File: src/rtl/mem_arb_pkg.sv
// mem_arb_pkg: shared types and constants for the unified-memory port arbiter.
//   arb_state_e : arbiter FSM states (idle / issue / read-latency wait)
//   req_id_t    : requester identifier, ReqCpu = 0, ReqDma = 1
//   other_id()  : returns the opposite requester, used for round-robin
package mem_arb_pkg;

   typedef enum logic [1:0] {
      StIdle  = 2'd0,
      StGrant = 2'd1,
      StWait  = 2'd2
   } arb_state_e;

   typedef logic req_id_t;

   localparam req_id_t ReqCpu = 1'b0;
   localparam req_id_t ReqDma = 1'b1;

   function automatic req_id_t other_id(input req_id_t id);
      return ~id;
   endfunction

endpackage

File: src/rtl/arb_rr2.sv
// arb_rr2: combinational two-way picker between the CPU and DMA requesters.
//   i_cpu_req, i_dma_req : requests
//   i_last_winner        : requester that won the previous arbitration
//   i_dma_prio           : DMA burst priority (lock active and burst not exhausted)
//   o_winner             : chosen requester id
//   o_valid              : at least one request present
module arb_rr2
   import mem_arb_pkg::*;
(
   input  logic    i_cpu_req,
   input  logic    i_dma_req,
   input  req_id_t i_last_winner,
   input  logic    i_dma_prio,
   output req_id_t o_winner,
   output logic    o_valid
);

   always_comb begin
      o_valid  = i_cpu_req | i_dma_req;
      o_winner = ReqCpu;
      if (i_cpu_req && !i_dma_req) begin
         o_winner = ReqCpu;
      end else if (i_dma_req && !i_cpu_req) begin
         o_winner = ReqDma;
      end else if (i_cpu_req && i_dma_req) begin
         // Tie: locked DMA burst first, otherwise whoever lost last time.
         o_winner = i_dma_prio ? ReqDma : other_id(i_last_winner);
      end
   end

endmodule

File: src/rtl/mem_port_arbiter.sv
// mem_port_arbiter: shares the single-port unified memory between the CPU and a
// DMA/loader port. Each access is a registered, fixed-latency transaction:
// IDLE (arbitrate, register fields) -> GRANT (strobe memory, pulse gnt)
// -> WAIT (reads only, MEM_LAT cycles) -> IDLE.
// Ports:
//   clk, rst                         : clock, asynchronous active-high reset
//   i_cpu_req/we/addr/wdata          : CPU request, held until o_cpu_gnt
//   o_cpu_gnt, o_cpu_rvalid          : CPU issue pulse, read-data-valid pulse
//   o_cpu_rdata                      : passthrough of i_mem_rdata
//   o_stall                          : holds the CPU controller while its access is pending
//   i_dma_req/we/addr/wdata, i_dma_lock, o_dma_gnt/rvalid/rdata : DMA equivalents
//   o_mem_re/we/addr/wdata, i_mem_rdata : memory port
module mem_port_arbiter
   import mem_arb_pkg::*;
#(
   parameter int unsigned AW        = 8,
   parameter int unsigned DW        = 8,
   parameter int unsigned MEM_LAT   = 1,
   parameter int unsigned MAX_BURST = 4
) (
   input  logic          clk,
   input  logic          rst,
   input  logic          i_cpu_req,
   input  logic          i_cpu_we,
   input  logic [AW-1:0] i_cpu_addr,
   input  logic [DW-1:0] i_cpu_wdata,
   output logic          o_cpu_gnt,
   output logic          o_cpu_rvalid,
   output logic [DW-1:0] o_cpu_rdata,
   output logic          o_stall,
   input  logic          i_dma_req,
   input  logic          i_dma_we,
   input  logic [AW-1:0] i_dma_addr,
   input  logic [DW-1:0] i_dma_wdata,
   input  logic          i_dma_lock,
   output logic          o_dma_gnt,
   output logic          o_dma_rvalid,
   output logic [DW-1:0] o_dma_rdata,
   output logic          o_mem_re,
   output logic          o_mem_we,
   output logic [AW-1:0] o_mem_addr,
   output logic [DW-1:0] o_mem_wdata,
   input  logic [DW-1:0] i_mem_rdata
);

   localparam int unsigned CntW   = (MEM_LAT < 1) ? 1 : $clog2(MEM_LAT + 1);
   localparam int unsigned BurstW = (MAX_BURST < 1) ? 1 : $clog2(MAX_BURST + 1);

   arb_state_e        r_state;
   req_id_t           r_winner;
   logic              r_we;
   logic [AW-1:0]     r_addr;
   logic [DW-1:0]     r_wdata;
   req_id_t           r_last_winner;
   logic [BurstW-1:0] r_burst_cnt;
   logic [CntW-1:0]   r_cnt;

   arb_state_e        w_state_nxt;
   logic [BurstW-1:0] w_burst_nxt;
   logic [CntW-1:0]   w_cnt_nxt;
   logic              w_load;
   logic              w_lock_active;
   logic              w_burst_left;
   req_id_t           w_arb_winner;
   logic              w_arb_valid;

   assign w_lock_active = i_dma_lock & (r_last_winner == ReqDma);
   assign w_burst_left  = (r_burst_cnt < BurstW'(MAX_BURST));

   arb_rr2 u_arb_rr2 (
      .i_cpu_req    (i_cpu_req),
      .i_dma_req    (i_dma_req),
      .i_last_winner(r_last_winner),
      .i_dma_prio   (w_lock_active & w_burst_left),
      .o_winner     (w_arb_winner),
      .o_valid      (w_arb_valid)
   );

   always_comb begin
      w_state_nxt  = r_state;
      w_burst_nxt  = r_burst_cnt;
      w_cnt_nxt    = r_cnt;
      w_load       = 1'b0;
      o_cpu_gnt    = 1'b0;
      o_dma_gnt    = 1'b0;
      o_cpu_rvalid = 1'b0;
      o_dma_rvalid = 1'b0;
      o_mem_re     = 1'b0;
      o_mem_we     = 1'b0;
      unique case (r_state)
         StIdle: begin
            if (!i_dma_lock) begin
               w_burst_nxt = '0;
            end
            if (w_arb_valid) begin
               w_load      = 1'b1;
               w_state_nxt = StGrant;
               if (w_arb_winner == ReqCpu) begin
                  w_burst_nxt = '0;
               end else if (i_dma_lock && w_burst_left) begin
                  // Saturate so a lone locked DMA cannot wrap the counter.
                  w_burst_nxt = r_burst_cnt + BurstW'(1);
               end
            end
         end
         StGrant: begin
            o_mem_re  = ~r_we;
            o_mem_we  = r_we;
            o_cpu_gnt = (r_winner == ReqCpu);
            o_dma_gnt = (r_winner == ReqDma);
            if (r_we) begin
               w_state_nxt = StIdle;
            end else begin
               w_state_nxt = StWait;
               w_cnt_nxt   = CntW'(1);
            end
         end
         StWait: begin
            if (r_cnt == CntW'(MEM_LAT)) begin
               o_cpu_rvalid = (r_winner == ReqCpu);
               o_dma_rvalid = (r_winner == ReqDma);
               w_state_nxt  = StIdle;
               w_cnt_nxt    = '0;
            end else begin
               w_cnt_nxt = r_cnt + CntW'(1);
            end
         end
         default: begin
            w_state_nxt = StIdle;
         end
      endcase
   end

   always_ff @(posedge clk or posedge rst) begin
      if (rst) begin
         r_state       <= StIdle;
         r_winner      <= ReqCpu;
         r_we          <= 1'b0;
         r_addr        <= '0;
         r_wdata       <= '0;
         r_last_winner <= ReqDma;
         r_burst_cnt   <= '0;
         r_cnt         <= '0;
      end else begin
         r_state     <= w_state_nxt;
         r_burst_cnt <= w_burst_nxt;
         r_cnt       <= w_cnt_nxt;
         if (w_load) begin
            r_winner      <= w_arb_winner;
            r_last_winner <= w_arb_winner;
            r_we          <= (w_arb_winner == ReqDma) ? i_dma_we    : i_cpu_we;
            r_addr        <= (w_arb_winner == ReqDma) ? i_dma_addr  : i_cpu_addr;
            r_wdata       <= (w_arb_winner == ReqDma) ? i_dma_wdata : i_cpu_wdata;
         end
      end
   end

   assign o_mem_addr  = r_addr;
   assign o_mem_wdata = r_wdata;
   assign o_cpu_rdata = i_mem_rdata;
   assign o_dma_rdata = i_mem_rdata;

   // Release the CPU in the cycle its write issues or its read data arrives.
   assign o_stall = i_cpu_req & ~(o_cpu_gnt & i_cpu_we) & ~o_cpu_rvalid;

endmodule

File: config.mk
export PLATFORM = sky130hd
export DESIGN_NAME = mem_port_arbiter
export DESIGN_NICKNAME = d
export VERILOG_FILES = /design/src/rtl/mem_arb_pkg.sv /design/src/rtl/arb_rr2.sv /design/src/rtl/mem_port_arbiter.sv
export SDC_FILE = /design/constraint.sdc
export NUM_CORES = 1
export LEC_CHECK = 0
export CAP_MARGIN = 10
export CORE_MARGIN = 2
export CORE_UTILIZATION = 39
export CTS_CLUSTER_SIZE = 10
export DETAILED_ROUTE_END_ITERATION = 12
export PLACE_DENSITY = 0.88
export SLEW_MARGIN = 20
export SYNTH_ARGS = -nofsm -noshare
export SYNTH_HDL_FRONTEND = slang
export SYNTH_SLANG_ARGS = --single-unit
File: constraint.sdc
create_clock -name clk -period 1.7 [get_ports clk]
set_clock_uncertainty 0.2 [all_clocks]
set_input_delay 0.17 -clock clk [delete_from_list [all_inputs] [get_ports clk]]
set_output_delay 0.17 -clock clk [all_outputs]
set_load 0.05 [all_outputs]
# After elaboration in Yosys (flattened, before gate mapping)
# Cells that the tools add are included.
# totals
in_bits	47
register_bits	25
out_inout_bits	39
wordCells	65
# op_classes
mux	28
addsub	2
magnitude_cmp	1
n_eq_ne	5
n_reduce_logical	10
n_bitwise	11
# ops
op	n
$mux 1	17
$mux 8	2
$mux 3	4
$mux 2	3
$pmux 2 s3	1
$and 1x1->1	5
$not 1->1	5
$logic_and 1x1->1	4
$ne 2x2->1 const B	2
$reduce_and 2->1	2
$add 3x1->3 const B	1
$lt 3x3->1 const B	1
$eq 2x1->1 const B	1
$eq 2x2->1 const B	1
$logic_not 1->1	2
$logic_not 2->1	1
$ne 2x1->1 const B	1
$pmux 1 s2	1
$reduce_bool 2->1	1
$add 1x1->1 const B	1
$or 1x1->1	1

# Longest topological paths before layout
# Gate-level depths: netlist of run 1.
# logic_depth
ltp_word	8
ltp_mapped	6
ltp_nobuf	4

# Hierarchy
# From an unflattened synthesis of run 1, not the netlist that was laid out.
# hier_totals
cells_unflattened	140
area_unflattened_um2	1370.1
# modules_own_cells
mod	seq_area_each_um2	area_each_um2	instances	cells_per_inst
mem_port_arbiter	626.9	1352.5	1	137
arb_rr2	0.0	17.5	1	3

# Worst setup path after synthesis of run 1
# Ideal clock, no wire load.
# synth_path
path_kind	reg-to-output
start	reg r_state[1]
end	out o_stall
path_buffers	0
stages_incl_launch_ff	4
t_required_ps	1330
arrival_ps	2085
path_slack_ps	-755
cell_sequence	dfrtp_1 > nand2b_1 > nor2_1 > a211oi_1
# synth_between
elab_chain_len	6
word_cells_on_any_way	9
cone_classes	eq/ne (2); mux (2); bitwise (5)
# synth_rtl
element	line	text
from (decl)	mem_port_arbiter.sv:49	arb_state_e r_state;
from (signal assigned)	mem_port_arbiter.sv:136	r_state <= StIdle;
from (signal assigned)	mem_port_arbiter.sv:145	r_state <= w_state_nxt;
$eq 2x1->1	mem_port_arbiter.sv:90	unique case (r_state)
$mux 1	mem_port_arbiter.sv:90	
via o_cpu_gnt	mem_port_arbiter.sv:27	output logic o_cpu_gnt,
$and 1x1->1	mem_port_arbiter.sv:164	assign o_stall = i_cpu_req & ~(o_cpu_gnt & i_cpu_we) & ~o_cpu_rvalid;
$not 1->1	mem_port_arbiter.sv:164	
$and 1x1->1 (2 in series)	mem_port_arbiter.sv:164	
to (decl)	mem_port_arbiter.sv:30	output logic o_stall,
# The timed path passes the listed nets, and every way through them passes these cells.

# Worst setup path after layout of run 1
# layout_path
start	reg r_state[0]
end	out o_stall
# layout_between
elab_chain_len	6
word_cells_on_any_way	9
cone_classes	eq/ne (2); mux (2); bitwise (5)
# layout_rtl
element	line
$eq 2x1->1	mem_port_arbiter.sv:90
$mux 1	mem_port_arbiter.sv:90
$and 1x1->1	mem_port_arbiter.sv:164
$not 1->1	mem_port_arbiter.sv:164
$and 1x1->1	mem_port_arbiter.sv:164
$and 1x1->1 (*)	mem_port_arbiter.sv:164
# Mark *: on every way between the ends. The rest lies on a longest branch, timed or not.

==> impl_summary.log, run 1 <==
[metrics] Fill cells: 339
[metrics] most common flop cell mapped by yosys: sky130_fd_sc_hd__dfrtp_1
[metrics] vias in the first global route: approximately 1600
[metrics] areal power density over the cells: 1850 nW/um^2
[metrics] gr ovfl total: 0
[metrics] max-slew violation count: 0
[metrics] static leakage: between 0.0009 and 0.001 uW
[metrics] asr flop ratio synth: 100%
[metrics] cell count after synthesis: around 170
[metrics] initial antenna violation count: 0
[metrics] total of endpoints with negative setup slack in the final report: 1
[metrics] peak clock frequency supported by timing: slightly below 0.6 GHz
[metrics] data required time of the critical path: ~1.3 ns
[metrics] layout cells sized above 1: between 30% and 40%
[metrics] worst hold slack: between 0.04 and 0.05 ns
[metrics] global-route usage over all layers: about a fifth
[metrics] outcome: finished with violations
[metrics] CP Cell Sequence: nand3b_1 > nor2_4 > a211oi_4 > buf_12
[metrics] Min-Delay Path Class: in2async
[metrics] pin count of the biggest net entering global routing: 26
[metrics] max_cap viols: 0
[metrics] wire length of the first global-routing pass: roughly 7400 um
[metrics] Critical Path Sink Type: output port
[metrics] Slew headroom: 78.6%
[metrics] Setup CP Type: reg2out
[metrics] number of distinct standard cells referenced by the synthesized netlist: 31
[metrics] H-tree levels: 1
[metrics] Post-Route WL: 4710 um
[metrics] Initial Util: ~40%
[metrics] number of flops mapped to enable cells by yosys: 0
[metrics] number of buffers created by CTS: 3
[metrics] Avg Inst Size Synth: approximately 9.3 um^2
[metrics] Residual DRC: 0
[metrics] warning count from the yosys run: 0
[metrics] slowest cell delay on critical path: between 0.4 and 0.5 ns
[metrics] via count: between 1500 and 2000
[metrics] total of flip-flops plus latches after synthesis: 25
[metrics] DRC marker count from the first detailed-route iteration: 121
[metrics] root buffer cell: sky130_fd_sc_hd__clkbuf_8
[metrics] clock period minus worst slack: between 1.5 and 2 ns
[metrics] slew at the pin with the worst max-slew slack: about 0.32 ns
[metrics] routed length per placed instance: approximately 17 um
[metrics] worst setup slack after placement: -0.0651 ns
[metrics] clock sinks: 25
[metrics] TritonCTS clock tree: yes
[metrics] violated checks: setup timing
[metrics] via/cell ratio: between 5 and 6
[metrics] total iterations of the first detailed-routing run: 4
[metrics] number of nets in the synthesized netlist: 219
[metrics] Die X-Extent: a little under 70 um
[metrics] number of diodes added for antenna fixing: 0
[metrics] clock-pin slew reported for the worst setup and hold paths after clock tree synthesis: roughly 0.1 ns
[metrics] hold-fix buffer count after cts: 0
[metrics] Area Growth Syn to Fin: 48.9%
[metrics] half-perimeter wire length of the detailed placement result: roughly 3300 um
[metrics] largest driver fanout on the critical path: 3
[metrics] slowest CP cell: sky130_fd_sc_hd__dfrtp_2
[metrics] critical register-to-register path startpoint: r_state[0]$_DFFE_PP0P_
[metrics] num rows: 23
[metrics] Die Outline Area: between 4000 and 5000 um^2
[metrics] die height: roughly 68 um
[metrics] utilization after layout: 59.8%
[metrics] arrival time of the worst setup path: roughly 1.4 ns
[metrics] number of top-level pins: 86
[metrics] portion of the post-synthesis area used by sequential elements: about two fifths
[metrics] start point of the critical path: r_state[0]$_DFFE_PP0P_
[metrics] final weighted congestion in routability-driven placement: just under 0.9
[metrics] final worst setup slack: -0.0263 ns
[metrics] buffer levels on the longest clock path: 2
[metrics] Synth Cell Area: roughly 1600 um^2
[metrics] kind of launch point of the worst setup path: register
[metrics] Max rail drop VDD: between 0.0009 and 0.001 V
[metrics] RSZ-0062 raised after global routing: true
[metrics] leading cell types in the layout, fill and taps excluded: 38 x sky130_fd_sc_hd__clkdlybuf4s50_1, 38 x sky130_fd_sc_hd__buf_4, 23 x sky130_fd_sc_hd__dfrtp_1
[metrics] DRT antenna net count: 0
[metrics] Hold Fails Final Rpt: 0
[metrics] final clock period utilization by the worst path: 102%
[metrics] count of buffers from port buffering: slightly above 60
[metrics] final layout net count: 276
[metrics] standard cell core area: 3970 um^2
[metrics] clock latency on the worst-skew pair: around 0.27 ns
-- logic make-up after synthesis --
| family | after synthesis | synth area share [%] |
|---|---|---|
| fa+ha+maj | 1 | 0.784 |
| compound gates | 65 | 31.0 |
| flops | 25 | 39.3 |
| buf+inv | 39 | 15.5 |
| mux | 1 | 0.706 |
| simple gates | 40 | 12.8 |
-- per-layer routing --
layer  global-route usage [%]  wire, um  vias up
li1                         -         -      740
met4                     9.00        62        0
met1                     25.4      1930      795
met5                        0         0        -
met2                     37.1      2430       57
met3                     3.62       279       11
-- path summary, 6_finish.rpt --
kind | endpoint | slack (ns) | cells after the start
max | o_stall | -0.03 | 4
min | o_mem_addr[2]$_DFFE_PP0P_ | 0.04 | 3
max reg2reg | r_burst_cnt[1]$_DFFE_PP0P_ | 0.07 | 5
min reg2reg | r_burst_cnt[0]$_DFFE_PP0P_ | 0.31 | 1
max in group asynchronous | r_last_winner$_DFFE_PP1P_ | 0.97 | 3
min in group clk | o_cpu_rdata[1] | 0.14 | 0
-- cell type report --
class	count	area (um^2)	area share, %
repair buffers	85	837	35.2
multi-input cells	107	777	32.7
flip-flops and latches	25	628	26.4
well taps	50	62.6	2.63
clock buffers	3	41.3	1.74
inverters	6	22.5	0.948
clock inverters	1	7.51	0.316
-- sequential cells by signal (all words and copies together) (netlist names) --
| register | cells |
|---|---|
| r_state | 2 |
| o_mem_addr | 8 |
| o_mem_wdata | 8 |
| r_last_winner | 1 |
| r_burst_cnt | 3 |
| r_cnt | 1 |
| r_winner | 1 |
| r_we | 1 |
-- worst max-delay path: cells and delay by family (launching register included) --
| kind | cells | cell delay [ns] |
|---|---|---|
| buf+inv | 1 | 0.15 |
| flops | 1 | 0.44 |
| compound gates | 1 | 0.06 |
| simple gates | 2 | 0.43 |
-- per-stage QoR --
| step | cell area (um^2) | power [uW] | instances | setup TNS, ns |
|---|---|---|---|---|
| 2_1_floorplan | 1620 | 2980 | 171 | 0 |
| 3_3_place_gp | 2270 | 3820 | 270 | -0.605 |
| 3_5_place_dp | 2270 | 3880 | 270 | -0.589 |
| 4_1_cts | 2350 | 4330 | 277 | -0.0158 |
| 5_1_grt | 2380 | 4630 | 277 | -0.145 |
| 6_report | 2380 | 4400 | 277 | -0.0263 |
-- cells in the mapped netlist (all sizes together) (2+ instances only) --
| master | n | area, um^2 |
|---|---|---|
| inv | 6 | 22.5 |
| o211ai | 17 | 178 |
| o21ai | 22 | 110 |
| nand3 | 19 | 95.1 |
| a21oi | 3 | 15.0 |
| nand2 | 3 | 11.3 |
| clkbuf | 8 | 30.0 |
| nand2b | 2 | 12.5 |
| a31oi | 2 | 12.5 |
| or2 | 2 | 12.5 |
| dfrtp | 24 | 601 |
| nor2 | 10 | 37.5 |
| buf | 25 | 194 |
| o2111ai | 17 | 149 |
-- repair_timing --
item,4_1_cts,5_1_grt
pin swaps,1,2
resized for setup,5,15
endpoints found under the hold margin,0,0
endpoints found under the setup margin,5,15
buffers inserted,3,0
-- where the power goes --
group	internal (uW)	total, uW	switching (uW)	leakage [uW]
registers	894	1120	229	0.000303
clock network	166	369	203	0.0000217
logic	1120	2910	1790	0.000642
total	2180	4400	2220	0.000967
No activity file was read; power rests on OpenSTA's default activity.
==> run 2, diff against run 1 <==
- ABC_CLOCK_PERIOD_IN_PS: unset -> 1700
- SLEW_MARGIN: 20 -> unset
==> results of run 2 <==
Same layout as run 1: the final DEF is identical, and so are final timing and power.
==> run 3, diff against run 2 <==
- CAP_MARGIN: 10 -> 20
- SETUP_SLACK_MARGIN: unset -> 0.5
==> impl_summary.log, run 3 (synthesis gave the netlist of run 1 again) <==
[metrics] number of buffers created by CTS: 3
[metrics] Die Outline Area: 4620 um^2
[metrics] Flop pwr share: between 20% and 30%
[metrics] pin count of the biggest net entering global routing: 26
[metrics] Min-Delay Path Class: in2async
[metrics] half-perimeter wire length of the detailed placement result: 3450 um
[metrics] arrival time of the worst setup path: 1.71 ns
[metrics] combinational share of power: between 70% and 80%
[metrics] utilization after layout: approximately 71%
[metrics] slew at the pin with the worst max-slew slack: between 0.3 and 0.4 ns
[metrics] total iterations of the first detailed-routing run: 4
[metrics] max-slew violation count: 0
[metrics] die height: 68.0 um
[metrics] routed length per placed instance: 18.5 um
[metrics] final weighted congestion in routability-driven placement: between 0.8 and 0.9
[metrics] gr ovfl total: 0
[metrics] most common cell after layout, fill and taps aside: sky130_fd_sc_hd__clkdlybuf4s50_1
[metrics] Residual DRC: 0
[metrics] count of buffers from port buffering: 61
[metrics] static leakage: between 0.001 and 0.0015 uW
[metrics] wire length of the first global-routing pass: approximately 8300 um
[metrics] Post-Route WL: between 5000 and 6000 um
[metrics] buffer levels on the longest clock path: 2
[metrics] Critical Path Sink Type: register
[metrics] number of diodes added for antenna fixing: 0
[metrics] clock period minus worst slack: around 1.8 ns
[metrics] TritonCTS clock tree: yes
[metrics] Fill cells: ~290
[metrics] peak clock frequency supported by timing: about 0.57 GHz
[metrics] kind of launch point of the worst setup path: register
[metrics] worst hold slack: approximately 0.045 ns
[metrics] standard cell core area: between 3000 and 4000 um^2
[metrics] root buffer cell: sky130_fd_sc_hd__clkbuf_8
[metrics] Clock power frac: 6.5%
[metrics] Max rail drop VDD: between 0.001 and 0.0015 V
[metrics] CP Cell Sequence: buf_4 > buf_6 > or2_4 > buf_12 > a21oi_4 > a31oi_1
[metrics] final worst setup slack: -0.0616 ns
[metrics] switching power as a share of total power: 48.1%
[metrics] total of endpoints with negative setup slack in the final report: 8
[metrics] number of top-level pins: 86
[metrics] data required time of the critical path: ~1.6 ns
[metrics] clock sinks: 25
[metrics] leading cell types in the layout, fill and taps excluded: 38 x sky130_fd_sc_hd__clkdlybuf4s50_1, 36 x sky130_fd_sc_hd__buf_4, 22 x sky130_fd_sc_hd__buf_6
[metrics] Slew headroom: between 70% and 80%
[metrics] vias in the first global route: 1751
[metrics] outcome: finished with violations
[metrics] slowest cell delay on critical path: ~0.45 ns
[metrics] worst setup slack after placement: -0.0680 ns
[metrics] Area Growth Syn to Fin: 76.0%
[metrics] WP buf/inv: 3
[metrics] slowest CP cell: sky130_fd_sc_hd__dfrtp_2
[metrics] initial antenna violation count: 0
[metrics] Die X-Extent: just under 70 um
[metrics] final layout net count: about 300
[metrics] max_cap viols: 0
[metrics] Placed Instances: 270
[metrics] num rows: 23
[metrics] RSZ-0062 raised after global routing: true
[metrics] H-tree levels: 1
[metrics] clock latency on the worst-skew pair: about 0.27 ns
[metrics] gate family responsible for the most delay along the worst path: flip-flops
[metrics] violated checks: setup timing
[metrics] global-route usage over all layers: a little under a quarter
[metrics] Setup CP Type: reg2reg
[metrics] largest driver fanout on the critical path: 8
[metrics] internal power: between 2000 and 3000 uW
[metrics] areal power density over the cells: ~2000 nW/um^2
[metrics] DRT antenna net count: 0
[metrics] Hold Fails Final Rpt: 0
[metrics] DRC marker count from the first detailed-route iteration: 84
[metrics] via/cell ratio: about 5.8
[metrics] via count: around 1700
[metrics] clock-pin slew reported for the worst setup and hold paths after clock tree synthesis: ~0.09 ns
[metrics] Cell Count, Final, Fillers Out: slightly below 300
[metrics] net switching power: between 2000 and 3000 uW
[metrics] layout cells sized above 1: ~50%
[metrics] Initial Util: between 40% and 50%
[metrics] final clock period utilization by the worst path: 104%
==> run 3: worst paths after layout <==
kind                                                 from                         end  slack (ns)  cells past startpoint
worst max-delay path               r_state[0]$_DFFE_PP0P_  r_burst_cnt[2]$_DFFE_PP0P_       -0.06                      6
worst min-delay path                                  rst           r_cnt$_DFFE_PP0P_        0.05                      3
worst max register to register     r_state[0]$_DFFE_PP0P_  r_burst_cnt[2]$_DFFE_PP0P_       -0.06                      6
worst min register to register  r_last_winner$_DFFE_PP1P_   r_last_winner$_DFFE_PP1P_        0.28                      2
max in group asynchronous                             rst   r_last_winner$_DFFE_PP1P_        0.96                      3
min in group clk                           i_mem_rdata[0]              o_cpu_rdata[0]        0.14                      0
==> run 3: cell type report <==
| class | instances | area (um^2) | share of cell area (%) |
|---|---|---|---|
| timing repair buffer | 106 | 1090 | 38.9 |
| clock buffer | 4 | 45.0 | 1.60 |
| tap | 50 | 62.6 | 2.23 |
| multi-input combinational | 107 | 953 | 34.0 |
| inverter | 6 | 22.5 | 0.802 |
| sequential | 25 | 631 | 22.5 |
==> run 3: worst register-to-register path, cell delays in order (launching register included) <==
cell and delay, ns:
sky130_fd_sc_hd__dfrtp_2 0.45, sky130_fd_sc_hd__buf_4 0.15, sky130_fd_sc_hd__buf_6 0.12, sky130_fd_sc_hd__or2_4 0.29
sky130_fd_sc_hd__buf_12 0.16, sky130_fd_sc_hd__a21oi_4 0.16, sky130_fd_sc_hd__a31oi_1 0.11
==> run 3: power groups by stage <==
stage / registers [uW] / clock network [uW] / logic (uW)
final: 1190 / 360 / 3950
after floorplan: 1750 / 0 / 1350
after CTS: 1160 / 363 / 3560
after global routing: 1220 / 396 / 4170
after global placement: 1120 / 0 / 2740
after detailed placement: 1130 / 0 / 2820
==> run 3: metrics by stage <==
step / TNS (ns) / power (uW) / instance area [um^2]
6_report: -0.192 / 5500 / 2810
5_1_grt: -0.963 / 5790 / 2810
4_1_cts: -0.0342 / 5090 / 2670
3_5_place_dp: -0.0729 / 3950 / 2290
3_3_place_gp: 0 / 3860 / 2290
2_1_floorplan: 0 / 3100 / 1670
==> run 3: repair_timing <==
item	4_1_cts	5_1_grt
resized for setup	61	19
pin swaps	6	3
setup buffers	16	7
hold buffers	0	0
setup endpoints to repair	48	48
gates cloned	1	0
==> run 3: per-layer routing <==
metal  part of all wire [%]  global-route usage, %  vias up
li1                       -                      -      788
met1                     39                   28.1      838
met2                     50                   41.3       80
met3                    7.6                   5.10       22
met4                    2.9                   8.25        0
met5                      0                      0        -
==> RTL change (config.mk and constraints of run 2) <==
Encoding of `arb_state_e`: now one-hot (3 bits for 3 states).
--- a/src/rtl/mem_arb_pkg.sv
+++ b/src/rtl/mem_arb_pkg.sv
@@ -4,10 +4,10 @@
 //   other_id()  : returns the opposite requester, used for round-robin
 package mem_arb_pkg;
 
-   typedef enum logic [1:0] {
-      StIdle  = 2'd0,
-      StGrant = 2'd1,
-      StWait  = 2'd2
+   typedef enum logic [2:0] {
+      StIdle  = 3'b001,
+      StGrant = 3'b010,
+      StWait  = 3'b100
    } arb_state_e;
 
    typedef logic req_id_t;
Behaviour: same outputs for any inputs over 10 cycles, from zero or initial values and one cycle with rst high; not proved beyond that.
==> RTL change against run 2 <==
- the flow still finishes with violations (negative setup slack)
- routed wire length is 3.5% lower
- first-iteration DRC count is 64% lower
- count of clock-buffer cells in the layout is 1 higher
- largest power group unchanged
- design area is 13% higher
- total power is 15% higher
- critical path depth stayed put
- setup slack worse by 0.28 ns
- synthesized area is 3.5% lower
- largest cell class is now multi-input gates
- sequential cell count is 1 higher
==> RTL change: results (changes against run 2) <==
Final setup vio count - 30 (was 1)
Top delay family on crit path - compound AO/OA/AOI/OAI gates (was flip-flops)
Fraction of registers with async set or reset after synthesis - 100% (unchanged)
Slew @ Worst Pin - 0.391 ns (was 0.320 ns)
Worst-Skew Late Latency - 0.28 ns
Initial antenna violation count - 0 (unchanged)
Setup_tns - -6.19 ns (was -0.0263 ns)
Run status - finished with violations (unchanged)
Cell Area, Placed - 2230 sq um (was 2270 sq um)
Critical path's slowest cell - dfrtp_1 (was dfrtp_2)
GPL Wtd Cong - 0.773 (was 0.864)
Setup ws final - -0.305 ns (was -0.0263 ns)
Share of layout cells above drive strength 1 - 48.9% (was 33.5%)
Drt wl/cell - 16.0 um (was 17.0 um)
Mux share of post-synthesis cell area - 0.731% (was 0.706%)
Via count - 1454 (was 1603)
Worst Path Max Fanout - 4 (was 3)
Synth Area in XOR/XNOR - 0% (unchanged)
Post-CTS Setup Bufs - 4 (was 3)
Pre-CTS setup slack - -0.155 ns (was -0.0651 ns)
Max VDD drop - 0.986 mV (was 0.965 mV)
Post-synthesis adder-cell area fraction - 0.812% (was 0.784%)
Total GRT Usage - 19.8% (was 21.2%)
Longest Clk Path Bufs - 2 (unchanged)
Synth cell types - 38 (was 31)
Reg clk slew, reported paths - 0.10 ns (about the same)
IO buf count - 61 (unchanged)
Root Buffer - clkbuf_8 (unchanged)
Largest net degree at the start of global routing - 27 (was 26)
Leak - 1.09 nW (was 0.967 nW)
Pint - 2.61 mW (was 2.18 mW)
Fillers - 260 (was 339)
Most frequent cells after synthesis - 25 x a21oi_2, 24 x dfrtp_1, 24 x nor2_1, 22 x nand2_1, 17 x buf_4 (was 24 x dfrtp_1, 19 x nand3_1, 19 x o21ai_0, 17 x buf_4, 17 x o2111ai_1)
Hpwl dp - 2.76 mm (was 3.28 mm)
DR pass1 iterations - 4 (unchanged)
FF+latch area - 653 sq um (was 628 sq um)
First-iteration detailed-routing DRC count - 44 (was 121)
Final-stage net count - 284 (was 276)
Post-CTS Resized - 36 (was 5)
Antenna diode count - 0 (unchanged)
Yosys warnings - 0 (unchanged)
First-pass GRT wire length - 6.69 mm (was 7.37 mm)
Register area share after synthesis - 42.4% (was 39.3%)
H-tree Lvls - 1 (unchanged)
Largest cells by area after synthesis - dfrtp_1 39%, a21oi_2 14%, buf_4 8.3% (was dfrtp_1 38%, o2111ai_1 9.3%, buf_4 8.0%)
Max incr delay on CP - 0.43 ns
Failing checks - negative setup slack (unchanged)
FF-to-FF setup slack - -0.29 ns (was 0.07 ns)
Vias in the first global route - 1429 (was 1594)
Tightest Hold Check Type - input port to asynchronous set/reset pin (unchanged)
Maxcap violations - 0 (unchanged)
Ys flop type - dfrtp_1 (unchanged)
CTS buffer count - 3 (unchanged)
Synth Area in Compound Gates - 24.1% (was 31.0%)
Syn Nets - 215 (was 219)
WP data arrival - 1.64 ns (was 1.36 ns)
## RTL change: changes by cell type after synthesis, sizes merged, moves of 3 or more
cell / run 2 / this run
a21oi: 3 / 38
nand2: 3 / 22
nand3: 19 / 0
o21ai: 22 / 4
o2111ai: 17 / 0
o211ai: 17 / 1
nor2: 10 / 25
clkbuf: 8 / 2
buf: 25 / 22
## RTL change: path summary, 6_finish.rpt
kind	depth (start not counted)	endpoint	from
min reg2reg	2	r_last_winner$_DFFE_PP1P_	r_last_winner$_DFFE_PP1P_
min	3	o_mem_wdata[2]$_DFFE_PP0P_	rst
max	4	o_stall	r_state[1]$_DFFE_PP0P_
min in group clk	0	o_cpu_rdata[4]	i_mem_rdata[4]
max in group asynchronous	3	r_state[0]$_DFFE_PP1P_	rst
max reg2reg	6	o_mem_addr[3]$_DFFE_PP0P_	r_state[0]$_DFFE_PP1P_
## RTL change: layer usage
metal / routed length [um] / vias up / global-route usage, %
li1: - / 688 / -
met1: 1840 / 709 / 25.8
met2: 2410 / 49 / 33.6
met3: 243 / 8 / 3.72
met4: 44 / 0 / 5.36
met5: 0 / - / 0
## RTL change: layout make-up
cell class	count	area share, %
inverter	4	1.03
multi-input combinational	113	34.2
clock buffer	4	2.06
tap	48	2.24
timing repair inverter	3	1.82
sequential	26	24.4
timing repair buffer	85	34.2
## RTL change: power by group through the flow
stage | combinational (mW) | sequential (mW) | clock (mW)
global placement | 2.55 | 1.12 | 0
global route | 3.63 | 1.22 | 0.444
detailed placement | 2.60 | 1.13 | 0
CTS | 3.10 | 1.16 | 0.407
finish | 3.45 | 1.19 | 0.415
floorplan | 1.28 | 1.77 | 0
## RTL change: metrics by stage
stage,hold slack (ns),std cells
after global placement,0.141,268
after detailed placement,0.141,268
final,0.0472,283
after global routing,0.0955,283
after CTS,0.0717,280
after floorplan,0.00854,167
